[src/rtl/toy_itcm_arb_pkg.sv]
// Shared constants and types for the ITCM fetch arbiter.
// Widths mirror the fetch-path constants used by the icache and ROB.
package toy_itcm_arb_pkg;

    localparam int unsigned ADDR_WIDTH              = 32;
    localparam int unsigned FETCH_DATA_WIDTH        = 32;
    localparam int unsigned ICACHE_REQ_OPCODE_WIDTH = 2;
    localparam int unsigned MSHR_ENTRY_INDEX_WIDTH  = 2;
    localparam int unsigned ROB_ENTRY_ID_WIDTH      = 4;

    localparam int unsigned ITCM_ARB_ID_WIDTH =
        ICACHE_REQ_OPCODE_WIDTH + MSHR_ENTRY_INDEX_WIDTH + ROB_ENTRY_ID_WIDTH;
    localparam int unsigned ITCM_ARB_NUM_REQ   = 2;
    localparam int unsigned ITCM_ARB_RSP_DEPTH = 4;
    localparam int unsigned ITCM_ARB_IDX_WIDTH = $clog2(ITCM_ARB_NUM_REQ);

    typedef struct packed {
        logic [ITCM_ARB_IDX_WIDTH-1:0] idx;
        logic [FETCH_DATA_WIDTH-1:0]   data;
        logic [ITCM_ARB_ID_WIDTH-1:0]  entry_id;
    } itcm_arb_rsp_t;

endpackage

[src/rtl/toy_itcm_arb_if.sv]
// Requester-side and ITCM-side handshake bundle for the fetch arbiter.
// slave is the arbiter's view; master is the surrounding environment's view.
interface toy_itcm_arb_if
    import toy_itcm_arb_pkg::*;
#(
    parameter int unsigned NUM_REQ    = ITCM_ARB_NUM_REQ,
    parameter int unsigned ADDR_WIDTH = toy_itcm_arb_pkg::ADDR_WIDTH,
    parameter int unsigned DATA_WIDTH = FETCH_DATA_WIDTH,
    parameter int unsigned ID_WIDTH   = ITCM_ARB_ID_WIDTH
);
    logic [NUM_REQ-1:0]            req_vld;
    logic [NUM_REQ-1:0]            req_rdy;
    logic [NUM_REQ*ADDR_WIDTH-1:0] req_addr;
    logic [NUM_REQ*ID_WIDTH-1:0]   req_entry_id;
    logic [NUM_REQ-1:0]            ack_vld;
    logic [NUM_REQ-1:0]            ack_rdy;
    logic [DATA_WIDTH-1:0]         ack_data;
    logic [ID_WIDTH-1:0]           ack_entry_id;
    logic                          mem_req_vld;
    logic                          mem_req_rdy;
    logic [ADDR_WIDTH-1:0]         mem_req_addr;
    logic [ID_WIDTH-1:0]           mem_req_entry_id;
    logic                          mem_ack_vld;
    logic                          mem_ack_rdy;
    logic [DATA_WIDTH-1:0]         mem_ack_data;
    logic [ID_WIDTH-1:0]           mem_ack_entry_id;

    modport slave (
        input  req_vld, req_addr, req_entry_id, ack_rdy,
        input  mem_req_rdy, mem_ack_vld, mem_ack_data, mem_ack_entry_id,
        output req_rdy, ack_vld, ack_data, ack_entry_id,
        output mem_req_vld, mem_req_addr, mem_req_entry_id, mem_ack_rdy
    );

    modport master (
        output req_vld, req_addr, req_entry_id, ack_rdy,
        output mem_req_rdy, mem_ack_vld, mem_ack_data, mem_ack_entry_id,
        input  req_rdy, ack_vld, ack_data, ack_entry_id,
        input  mem_req_vld, mem_req_addr, mem_req_entry_id, mem_ack_rdy
    );

endinterface

[src/rtl/toy_itcm_arb_fifo.sv]
// Synchronous FIFO with registered storage and wrap-bit pointers.
// DEPTH must be a power of two and at least 2.
module toy_itcm_arb_fifo #(
    parameter int unsigned WIDTH = 8,
    parameter int unsigned DEPTH = 4
) (
    input  logic                     clk,
    input  logic                     rst,
    input  logic                     push_i,
    input  logic                     pop_i,
    input  logic [WIDTH-1:0]         wdata_i,
    output logic [WIDTH-1:0]         rdata_o,
    output logic                     full_o,
    output logic                     empty_o,
    output logic [$clog2(DEPTH):0]   count_o
);

    localparam int unsigned PtrW = $clog2(DEPTH);

    logic [PtrW:0]      wr_ptr_q, wr_ptr_d;
    logic [PtrW:0]      rd_ptr_q, rd_ptr_d;
    logic [WIDTH-1:0]   mem_q [DEPTH];
    logic               do_push, do_pop;

    always_comb begin
        empty_o  = (wr_ptr_q == rd_ptr_q);
        full_o   = (wr_ptr_q[PtrW] != rd_ptr_q[PtrW]) &&
                   (wr_ptr_q[PtrW-1:0] == rd_ptr_q[PtrW-1:0]);
        count_o  = wr_ptr_q - rd_ptr_q;
        rdata_o  = mem_q[rd_ptr_q[PtrW-1:0]];
        do_pop   = pop_i && !empty_o;
        // A full FIFO may still accept a write when the head leaves the same cycle.
        do_push  = push_i && (!full_o || do_pop);
        wr_ptr_d = do_push ? wr_ptr_q + 1'b1 : wr_ptr_q;
        rd_ptr_d = do_pop  ? rd_ptr_q + 1'b1 : rd_ptr_q;
    end

    always_ff @(posedge clk or posedge rst) begin
        if (rst) begin
            wr_ptr_q <= '0;
            rd_ptr_q <= '0;
        end else begin
            wr_ptr_q <= wr_ptr_d;
            rd_ptr_q <= rd_ptr_d;
        end
    end

    always_ff @(posedge clk) begin
        if (do_push) begin
            mem_q[wr_ptr_q[PtrW-1:0]] <= wdata_i;
        end
    end

endmodule

[src/rtl/toy_itcm_arb.sv]
// Round-robin arbiter sharing one ITCM fetch port among NUM_REQ requesters.
// Acks are buffered in a credit-reserved FIFO and routed back in issue order.
module toy_itcm_arb
    import toy_itcm_arb_pkg::*;
#(
    parameter int unsigned NUM_REQ    = ITCM_ARB_NUM_REQ,
    parameter int unsigned ADDR_WIDTH = toy_itcm_arb_pkg::ADDR_WIDTH,
    parameter int unsigned DATA_WIDTH = FETCH_DATA_WIDTH,
    parameter int unsigned ID_WIDTH   = ITCM_ARB_ID_WIDTH,
    parameter int unsigned RSP_DEPTH  = ITCM_ARB_RSP_DEPTH
) (
    input  logic                       clk,
    input  logic                       rst,
    toy_itcm_arb_if.slave              bus,
    output logic [$clog2(RSP_DEPTH):0] outstanding,
    output logic                       ord_err
);

    localparam int unsigned IdxW = $clog2(NUM_REQ);
    localparam int unsigned OutW = $clog2(RSP_DEPTH) + 1;

    typedef struct packed {
        logic [IdxW-1:0]       idx;
        logic [DATA_WIDTH-1:0] data;
        logic [ID_WIDTH-1:0]   entry_id;
    } rsp_t;

    logic [IdxW-1:0] rr_q, rr_d;
    logic            lock_q, lock_d;
    logic [IdxW-1:0] lock_idx_q, lock_idx_d;
    logic [OutW-1:0] outstanding_q, outstanding_d;
    logic            ord_err_q, ord_err_d;

    logic [IdxW-1:0] search_idx, grant_idx;
    logic            found, has_grant, credit_ok, issue, retire;
    logic            ack_accept;

    logic [IdxW-1:0] ord_head;
    logic            ord_full, ord_empty;
    logic [OutW-1:0] ord_count;
    rsp_t            rsp_wdata, rsp_head;
    logic            rsp_full, rsp_empty;
    logic [OutW-1:0] rsp_count;

    // Round-robin search starting from rr_q.
    always_comb begin
        int unsigned cand;
        cand       = 0;
        found      = 1'b0;
        search_idx = '0;
        for (int k = 0; k < NUM_REQ; k++) begin
            cand = (int'(rr_q) + k) % NUM_REQ;
            if (!found && bus.req_vld[cand]) begin
                found      = 1'b1;
                search_idx = IdxW'(cand);
            end
        end
    end

    always_comb begin
        credit_ok            = (outstanding_q < OutW'(RSP_DEPTH));
        has_grant            = |bus.req_vld;
        grant_idx            = lock_q ? lock_idx_q : search_idx;
        bus.mem_req_vld      = credit_ok && has_grant;
        bus.mem_req_addr     = bus.req_addr[int'(grant_idx)*ADDR_WIDTH +: ADDR_WIDTH];
        bus.mem_req_entry_id = bus.req_entry_id[int'(grant_idx)*ID_WIDTH +: ID_WIDTH];
        issue                = bus.mem_req_vld && bus.mem_req_rdy;
        bus.req_rdy          = '0;
        for (int i = 0; i < NUM_REQ; i++) begin
            bus.req_rdy[i] = has_grant && (grant_idx == IdxW'(i)) && credit_ok &&
                             bus.mem_req_rdy;
        end
    end

    always_comb begin
        rr_d       = rr_q;
        lock_d     = 1'b0;
        lock_idx_d = lock_idx_q;
        if (issue) begin
            rr_d = (grant_idx == IdxW'(NUM_REQ - 1)) ? '0 : grant_idx + 1'b1;
        end else if (bus.mem_req_vld) begin
            // Stalled by the ITCM: pin the grant until it is taken.
            lock_d     = 1'b1;
            lock_idx_d = grant_idx;
        end
    end

    // Acks are dropped when no request is on record for them.
    always_comb begin
        bus.mem_ack_rdy = !rsp_full;
        ack_accept      = bus.mem_ack_vld && bus.mem_ack_rdy && !ord_empty;
        ord_err_d       = ord_err_q || (bus.mem_ack_vld && ord_empty);
        rsp_wdata       = '{idx: ord_head, data: bus.mem_ack_data,
                            entry_id: bus.mem_ack_entry_id};
    end

    always_comb begin
        bus.ack_vld = '0;
        if (!rsp_empty) begin
            bus.ack_vld[rsp_head.idx] = 1'b1;
        end
        bus.ack_data     = rsp_head.data;
        bus.ack_entry_id = rsp_head.entry_id;
        retire           = !rsp_empty && bus.ack_rdy[rsp_head.idx];
        unique case ({issue, retire})
            2'b10:   outstanding_d = outstanding_q + 1'b1;
            2'b01:   outstanding_d = outstanding_q - 1'b1;
            default: outstanding_d = outstanding_q;
        endcase
        outstanding = outstanding_q;
        ord_err     = ord_err_q;
    end

    always_ff @(posedge clk or posedge rst) begin
        if (rst) begin
            rr_q          <= '0;
            lock_q        <= 1'b0;
            lock_idx_q    <= '0;
            outstanding_q <= '0;
            ord_err_q     <= 1'b0;
        end else begin
            rr_q          <= rr_d;
            lock_q        <= lock_d;
            lock_idx_q    <= lock_idx_d;
            outstanding_q <= outstanding_d;
            ord_err_q     <= ord_err_d;
        end
    end

    toy_itcm_arb_fifo #(
        .WIDTH (IdxW),
        .DEPTH (RSP_DEPTH)
    ) u_ord_fifo (
        .clk     (clk),
        .rst     (rst),
        .push_i  (issue),
        .pop_i   (ack_accept),
        .wdata_i (grant_idx),
        .rdata_o (ord_head),
        .full_o  (ord_full),
        .empty_o (ord_empty),
        .count_o (ord_count)
    );

    toy_itcm_arb_fifo #(
        .WIDTH ($bits(rsp_t)),
        .DEPTH (RSP_DEPTH)
    ) u_rsp_fifo (
        .clk     (clk),
        .rst     (rst),
        .push_i  (ack_accept),
        .pop_i   (retire),
        .wdata_i (rsp_wdata),
        .rdata_o (rsp_head),
        .full_o  (rsp_full),
        .empty_o (rsp_empty),
        .count_o (rsp_count)
    );

    logic unused_fifo_status;
    assign unused_fifo_status = ^{ord_full, ord_count, rsp_count};

endmodule

[src/flat_wrapper.sv]
// flat-port wrapper written by rule: the top's interface ports become plain ports
module toy_itcm_arb_flat import toy_itcm_arb_pkg::*;
#(
    parameter int unsigned NUM_REQ    = ITCM_ARB_NUM_REQ,
    parameter int unsigned ADDR_WIDTH = toy_itcm_arb_pkg::ADDR_WIDTH,
    parameter int unsigned DATA_WIDTH = FETCH_DATA_WIDTH,
    parameter int unsigned ID_WIDTH   = ITCM_ARB_ID_WIDTH,
    parameter int unsigned RSP_DEPTH  = ITCM_ARB_RSP_DEPTH
)
  (clk, rst, outstanding, ord_err, bus_req_vld, bus_req_addr, bus_req_entry_id, bus_ack_rdy, bus_mem_req_rdy, bus_mem_ack_vld, bus_mem_ack_data, bus_mem_ack_entry_id, bus_req_rdy, bus_ack_vld, bus_ack_data, bus_ack_entry_id, bus_mem_req_vld, bus_mem_req_addr, bus_mem_req_entry_id, bus_mem_ack_rdy);
  toy_itcm_arb_if #(.NUM_REQ(NUM_REQ), .ADDR_WIDTH(ADDR_WIDTH), .DATA_WIDTH(DATA_WIDTH), .ID_WIDTH(ID_WIDTH)) bus_i ();
  input  logic clk;
  input  logic rst;
  output logic [$clog2(RSP_DEPTH):0] outstanding;
  output logic ord_err;
  input wire logic [$bits(bus_i.req_vld)-1:0] bus_req_vld;
  input wire logic [$bits(bus_i.req_addr)-1:0] bus_req_addr;
  input wire logic [$bits(bus_i.req_entry_id)-1:0] bus_req_entry_id;
  input wire logic [$bits(bus_i.ack_rdy)-1:0] bus_ack_rdy;
  input wire logic [$bits(bus_i.mem_req_rdy)-1:0] bus_mem_req_rdy;
  input wire logic [$bits(bus_i.mem_ack_vld)-1:0] bus_mem_ack_vld;
  input wire logic [$bits(bus_i.mem_ack_data)-1:0] bus_mem_ack_data;
  input wire logic [$bits(bus_i.mem_ack_entry_id)-1:0] bus_mem_ack_entry_id;
  output wire logic [$bits(bus_i.req_rdy)-1:0] bus_req_rdy;
  output wire logic [$bits(bus_i.ack_vld)-1:0] bus_ack_vld;
  output wire logic [$bits(bus_i.ack_data)-1:0] bus_ack_data;
  output wire logic [$bits(bus_i.ack_entry_id)-1:0] bus_ack_entry_id;
  output wire logic [$bits(bus_i.mem_req_vld)-1:0] bus_mem_req_vld;
  output wire logic [$bits(bus_i.mem_req_addr)-1:0] bus_mem_req_addr;
  output wire logic [$bits(bus_i.mem_req_entry_id)-1:0] bus_mem_req_entry_id;
  output wire logic [$bits(bus_i.mem_ack_rdy)-1:0] bus_mem_ack_rdy;
  assign bus_i.req_vld = bus_req_vld;
  assign bus_i.req_addr = bus_req_addr;
  assign bus_i.req_entry_id = bus_req_entry_id;
  assign bus_i.ack_rdy = bus_ack_rdy;
  assign bus_i.mem_req_rdy = bus_mem_req_rdy;
  assign bus_i.mem_ack_vld = bus_mem_ack_vld;
  assign bus_i.mem_ack_data = bus_mem_ack_data;
  assign bus_i.mem_ack_entry_id = bus_mem_ack_entry_id;
  assign bus_req_rdy = bus_i.req_rdy;
  assign bus_ack_vld = bus_i.ack_vld;
  assign bus_ack_data = bus_i.ack_data;
  assign bus_ack_entry_id = bus_i.ack_entry_id;
  assign bus_mem_req_vld = bus_i.mem_req_vld;
  assign bus_mem_req_addr = bus_i.mem_req_addr;
  assign bus_mem_req_entry_id = bus_i.mem_req_entry_id;
  assign bus_mem_ack_rdy = bus_i.mem_ack_rdy;
  toy_itcm_arb #(.NUM_REQ(NUM_REQ), .ADDR_WIDTH(ADDR_WIDTH), .DATA_WIDTH(DATA_WIDTH), .ID_WIDTH(ID_WIDTH), .RSP_DEPTH(RSP_DEPTH)) u_core (.clk(clk), .rst(rst), .bus(bus_i), .outstanding(outstanding), .ord_err(ord_err));
endmodule
[config.mk]
export PLATFORM = sky130hd
export DESIGN_NAME = toy_itcm_arb_flat
export DESIGN_NICKNAME = d
export VERILOG_FILES = /design/src/rtl/toy_itcm_arb_pkg.sv /design/src/rtl/toy_itcm_arb_if.sv /design/src/rtl/toy_itcm_arb_fifo.sv /design/src/rtl/toy_itcm_arb.sv /design/src/flat_wrapper.sv
export SDC_FILE = /design/constraint.sdc
export NUM_CORES = 1
export LEC_CHECK = 0
export CAP_MARGIN = 20
export CORE_ASPECT_RATIO = 0.8
export CORE_UTILIZATION = 44
export DETAILED_ROUTE_END_ITERATION = 10
export GPL_TIMING_DRIVEN = 0
export PLACE_DENSITY = 0.71
export SLEW_MARGIN = 20
export SYNTH_ARGS = -nofsm -noshare
export SYNTH_HDL_FRONTEND = slang
export SYNTH_HIERARCHICAL = 1
export SYNTH_SLANG_ARGS = --single-unit
[constraint.sdc]
create_clock -name clk -period 5.2 [get_ports clk]
set_input_delay 1.04 -clock clk [delete_from_list [all_inputs] [get_ports clk]]
set_output_delay 1.04 -clock clk [all_outputs]
set_load 0.01 [all_outputs]
After elaboration in Yosys (flattened, before gate mapping)
Memory sizes are Yosys's and may differ from the RTL's.
Cells that the tools add are included.
{"block": "classes", "muxes": 21, "n_eq_ne": 8, "n_addsub": 8, "n_shift": 2, "order_cmp": 5, "bitwise": 2, "n_reduce_logical": 31}
{"op": "64-bit by 7-bit variable part select with 32-bit output", "n": 1}
{"op": "1-bit logical AND", "n": 20}
{"op": "1-bit two-way mux", "n": 18}
{"op": "16-bit by 5-bit variable part select with 8-bit output", "n": 1}
{"op": "3-bit by 1-bit adder with 3-bit output, second input constant", "n": 5}
{"op": "3-bit equality test", "n": 2}
{"op": "1-bit by 2-bit less-than comparator with 1-bit output, second input constant", "n": 3}
{"op": "3-bit case mux with 2 select lines", "n": 1}
{"op": "1-bit zero test", "n": 5}
{"op": "2-bit equality test", "n": 2}
{"op": "1-bit logical OR", "n": 3}
{"op": "3-bit less-than comparator, second input constant", "n": 1}
{"op": "3-bit by 1-bit subtractor with 3-bit output, second input constant", "n": 1}
{"op": "1-bit adder, second input constant", "n": 2}
{"op": "2-bit by 1-bit equality test with 1-bit output, second input constant", "n": 1}
{"op": "2-bit equality test, second input constant", "n": 1}
{"op": "2-bit two-way mux", "n": 1}
{"op": "1-bit != test", "n": 2}
{"op": "1-bit NOT", "n": 2}
{"op": "2-bit AND reduction", "n": 1}
{"op": "2-bit nonzero test", "n": 1}
{"op": "2-bit OR reduction", "n": 1}
{"op": "1-bit demux with 1-bit select", "n": 1}
{"op": "1-bit >= comparator, second input constant", "n": 1}
{"block": "totals", "inputBits": 128, "memories": 2, "ff_bits": 19, "mem_bits_rw": 168, "wordCells": 88, "out_inout_bits": 90}
{"name": "u_core.u_rsp_fifo.mem_q", "depth": 4, "width": 41, "rd": 1, "rd_clocked_by_memory_dff": 0, "write_ports": 1, "line": "toy_itcm_arb_fifo.sv:22", "source": "logic [WIDTH-1:0] mem_q [DEPTH];"}
{"name": "u_core.u_ord_fifo.mem_q", "depth": 4, "width": 1, "rd": 1, "rd_clocked_by_memory_dff": 0, "write_ports": 1, "line": "toy_itcm_arb_fifo.sv:22"}

Longest topological paths before layout
Gate-level depths: netlist of run 1.
{"block": "depth", "word_depth": 11, "mapped_depth": 12, "depth_no_buf": 10}

By module
Netlist of run 1, hierarchy kept.
{"mod": "toy_itcm_arb_fifo (u_core.u_rsp_fifo)", "cells_per_inst": 261, "seq_area_each_um2": 5074.9, "instances": 1, "area_each_um2": 6366.1}
{"mod": "toy_itcm_arb", "cells_per_inst": 79, "seq_area_each_um2": 175.2, "instances": 1, "area_each_um2": 1058.5}
{"mod": "toy_itcm_arb_fifo (u_core.u_ord_fifo)", "cells_per_inst": 51, "seq_area_each_um2": 270.3, "instances": 1, "area_each_um2": 613.1}

Worst setup path before layout of run 1
Ideal clock, no wire load.
{"block": "synth_path", "kind": "input-to-output", "startpoint": "input bus_req_vld[0]", "endpoint": "output bus_mem_req_addr[0]", "required_ns": 4.160, "cell_stages": 4, "setup_slack_ns": 2.147, "arrival_ns": 2.013, "path_buffers": 1, "path_cell_list": "nor2b_4 -> o21ai_4 -> buf_12 -> mux2_4"}
{"block": "synth_between", "elab_chain_len": 8, "word_cells_on_any_way": 11, "cone_classes": "1 x shift; 8 x mux; 2 x reduce/logical"}
{"element": "start, declared", "line": "flat_wrapper.sv:16", "source": "input wire logic [$bits(bus_i.req_vld)-1:0] bus_req_vld;"}
{"element": "1-bit two-way mux (not written as such) (2 in series)", "line": "toy_itcm_arb.sv:53", "source": "if (!found && bus.req_vld[cand]) begin"}
{"element": "1-bit two-way mux", "line": "toy_itcm_arb.sv:53"}
{"element": "1-bit zero test", "line": "toy_itcm_arb.sv:53"}
{"element": "1-bit logical AND", "line": "toy_itcm_arb.sv:53"}
{"element": "1-bit two-way mux (*)", "line": "toy_itcm_arb.sv:53"}
{"element": "1-bit two-way mux (*)", "line": "toy_itcm_arb.sv:63", "source": "grant_idx = lock_q ? lock_idx_q : search_idx;"}
{"element": "64-bit by 7-bit variable part select with 32-bit output (*)", "line": "toy_itcm_arb.sv:65", "source": "bus.mem_req_addr = bus.req_addr[int'(grant_idx)*ADDR_WIDTH +: ADDR_WIDTH];"}
{"element": "end, declared", "line": "flat_wrapper.sv:29", "source": "output wire logic [$bits(bus_i.mem_req_addr)-1:0] bus_mem_req_addr;"}
Every way passes the cells marked *; elsewhere a longest branch is shown, timed or not. The select of a mux whose other input is x is not followed.

Worst setup path in the final report of run 1
{"block": "layout_path", "startpoint": "input bus_req_vld[1]", "endpoint": "output bus_mem_req_entry_id[3]"}
{"block": "layout_between", "elab_chain_len": 8, "word_cells_on_any_way": 11, "cone_classes": "1 x shift; 8 x mux; 2 x reduce/logical"}
{"element": "1-bit two-way mux (not written as such) (2 in series)", "line": "toy_itcm_arb.sv:53"}
{"element": "1-bit two-way mux", "line": "toy_itcm_arb.sv:53"}
{"element": "1-bit zero test", "line": "toy_itcm_arb.sv:53"}
{"element": "1-bit logical AND", "line": "toy_itcm_arb.sv:53"}
{"element": "1-bit two-way mux (*)", "line": "toy_itcm_arb.sv:53"}
{"element": "1-bit two-way mux (*)", "line": "toy_itcm_arb.sv:63"}
{"element": "16-bit by 5-bit variable part select with 8-bit output (*)", "line": "toy_itcm_arb.sv:66", "source": "bus.mem_req_entry_id = bus.req_entry_id[int'(grant_idx)*ID_WIDTH +: ID_WIDTH];"}
{"element": "end, declared", "line": "flat_wrapper.sv:30", "source": "output wire logic [$bits(bus_i.mem_req_entry_id)-1:0] bus_mem_req_entry_id;"}
Marked as above.

==> impl_metrics.json, run 1 <==
{
  "cpPeakStageDelay_ns": 0.54,
  "grt_pass1_wl_um": 25800,
  "wl_um": 17000,
  "hold_viol_final": 0,
  "cts.sinks": 187,
  "area_delta_synth_final_pct": 38.3,
  "setup.worst_path.start_class": "input pin",
  "post_cts_buffers": 0,
  "cts_root_buf": "clkbuf_16",
  "avgRoutedWirePerCell_um": 19.9,
  "crit_type": "input pin to primary output",
  "antenna_found_initial": 0,
  "path_cells": "clkdlybuf4s50_1 -> nand2b_4 -> o21ai_4 -> buf_12 -> mux2_4 -> clkdlybuf4s50_1",
  "startpoint": "bus_req_vld[1]",
  "first_pass_iters": 8,
  "netlist_instances": 382,
  "fin_crit_ns": 4.12,
  "die-area_um2": 18600,
  "end_kind": "primary output",
  "hold_buffers": 0,
  "worstMarginPinSlew_ns": 0.669,
  "nNetsFinal": 762,
  "cap_violations": 0,
  "ios": 218,
  "grt_max_degree": 42,
  "fp.dieW_um": 152,
  "slew_headroom_pct": 55.4,
  "nFillCells": 1271,
  "worstPathRequired_ns": 4.16,
  "slowest_stage": "clkdlybuf4s50_1",
  "ctsLongestPathBuffers": 2,
  "clkTransAtPathRegs_ns": 0.07,
  "fin_tns_setup_ns": 0,
  "drv_slew": 0,
  "ir_drop_mv": 0.310,
  "status": "finished, violations left",
  "n_antenna_cell": 0,
  "crit_top_cell": "clkdlybuf4s50_1",
  "coreArea_um2": 17500,
  "synth.cell_area_um2": 7960,
  "p_per_area_nw_per_um2": 561,
  "via_count": 4314,
  "cts_resized": 0,
  "period_share_pct": 79.3,
  "post-place-cells": 824,
  "r2r-start": "u_core/u_rsp_fifo/rd_ptr_q[1]",
  "port_buffers": 217,
  "rsz0062_at_grt": "false",
  "drtAntennaViolNets": 0,
  "vias_per_cell": 5.05,
  "drt-initial-drc-count": 307,
  "grt_pass1_vias": 4718,
  "syn_nets": 526,
  "drive_above_1_share_pct": 23.0,
  "layoutNonFillerInstCount": 855,
  "yosysWarnings": 6,
  "crit_family": "buffers and inverters",
  "grt_use_total_pct": 18.9,
  "setup-violations-final": 0,
  "numCtsBuffers": 17,
  "htreeDepth": 4,
  "die_h_um": 122,
  "dpl.hpwl_um": 11900,
  "start_util_pct": 45.4,
  "place_congestion": 0.741,
  "drc_errors": 10,
  "power.leakage_nw": 3.93,
  "worstHoldStart": "u_core/ord_err",
  "syn_avg_cell_area_um2": 20.8,
  "clk_latency_ns": 0.42,
  "global_route.overflow_total": 0,
  "worstPathArrival_ns": 3.08,
  "hold_class": "flip-flop to flip-flop",
  "crit_path_max_fanout": 10,
  "max_freq_mhz": 243,
  "clock_skew_ns": 0.00913,
  "failed_checks": "DRC",
  "path_buf_inv": 3,
  "rows": 43,
  "cts_tree": "yes"
}
## metal layers
layer,global-route usage [%],routed length [µm],up-vias
met1,26.2,7600,2185
li1,-,-,1986
met3,4.27,816,13
met2,29.3,8480,130
met5,0,0,-
met4,7.21,111,0
## flip-flops by register name (all words and copies together), names as in the netlist
signal	cells
u_core/u_rsp_fifo/wr_ptr_q	3
u_core/u_rsp_fifo/mem_q	164
u_core/lock_q	1
u_core/lock_idx_q	1
u_core/rr_q	1
u_core/u_ord_fifo/mem_q	4
u_core/ord_err	1
u_core/u_ord_fifo/wr_ptr_q	3
u_core/u_ord_fifo/rd_ptr_q	3
u_core/outstanding	3
u_core/u_rsp_fifo/rd_ptr_q	3
## report_power, final
group | total, mW | internal (mW) | leakage [nW] | switching [mW]
Clock | 1.29 | 0.755 | 0.290 | 0.531
Sequential | 2.25 | 2.11 | 1.76 | 0.143
Combinational | 2.64 | 1.44 | 1.89 | 1.20
Total | 6.18 | 4.31 | 3.93 | 1.87
## cells in the final DEF, fill, tap and decap left out, types with 5 or more instances in the layout
cell and count:
mux2_2 10, mux4_2 42, nor2_1 7, dfrtp_1 19, clkdlybuf4s50_1 217, clkbuf_16 17
edfxtp_1 168, nand2_1 12, inv_1 14, mux2_4 37, o21ai_0 5, xnor2_1 8
ha_1 15
## layout make-up
class / count / area (µm²) / area share (%)
Timing Repair Buffer: 217 / 2170 / 19.7
Inverter: 14 / 52.6 / 0.477
Clock inverter: 14 / 169 / 1.53
Tap cell: 225 / 282 / 2.56
Buffer: 14 / 130 / 1.18
Clock buffer: 17 / 425 / 3.86
Multi-Input combinational cell: 167 / 2260 / 20.5
Sequential cell: 187 / 5520 / 50.1
## through the flow
step / hold slack (ns) / total power, mW / utilization (%) / setup WS [ns] / area (µm²)
after floorplan: 0.481 / 3.78 / - / 2.15 / 7960
after global placement: 0.445 / 4.89 / 59.4 / 1.09 / 10400
after detailed placement: 0.448 / 4.96 / 59.4 / 1.07 / 10400
after CTS: 0.468 / 6.27 / 62.8 / 1.06 / 11000
after global routing: 0.503 / 6.52 / 62.8 / 1.02 / 11000
final: 0.462 / 6.18 / 62.8 / 1.08 / 11000
## path summary, 6_finish.rpt
kind	slack, ns	end	cells past startpoint
setup / recovery	1.08	bus_mem_req_entry_id[3]	6
hold / removal	0.46	u_core/ord_err	1
setup reg to reg	1.69	u_core/u_rsp_fifo/mem_q[3][19]	9
hold reg to reg	0.46	u_core/ord_err	1
max in group asynchronous	4.05	u_core/lock_q	2
min in group asynchronous	0.90	u_core/u_ord_fifo/rd_ptr_q[2]	2
(Power assumes the default switching activity.)
==> inputs of run 2 (changes only) <==
==> constraint.sdc (replaced) <==
create_clock -name clk -period 4.16 [get_ports clk]
set_input_delay 0.832 -clock clk [delete_from_list [all_inputs] [get_ports clk]]
set_output_delay 0.832 -clock clk [all_outputs]
set_load 0.01 [all_outputs]
==> results of run 2 <==
Same layout as run 1 (identical final DEF). Status: finished, violations left: DRC.
Main changes from that run: setup slack after placement 1.07 ns -> 0.444 ns; setup slack after layout 1.08 ns -> 0.453 ns; register-to-register setup slack 1.69 ns -> 0.65 ns; total power 6.18 mW -> 7.73 mW; worst IR drop on VDD 0.310 mV -> 0.388 mV
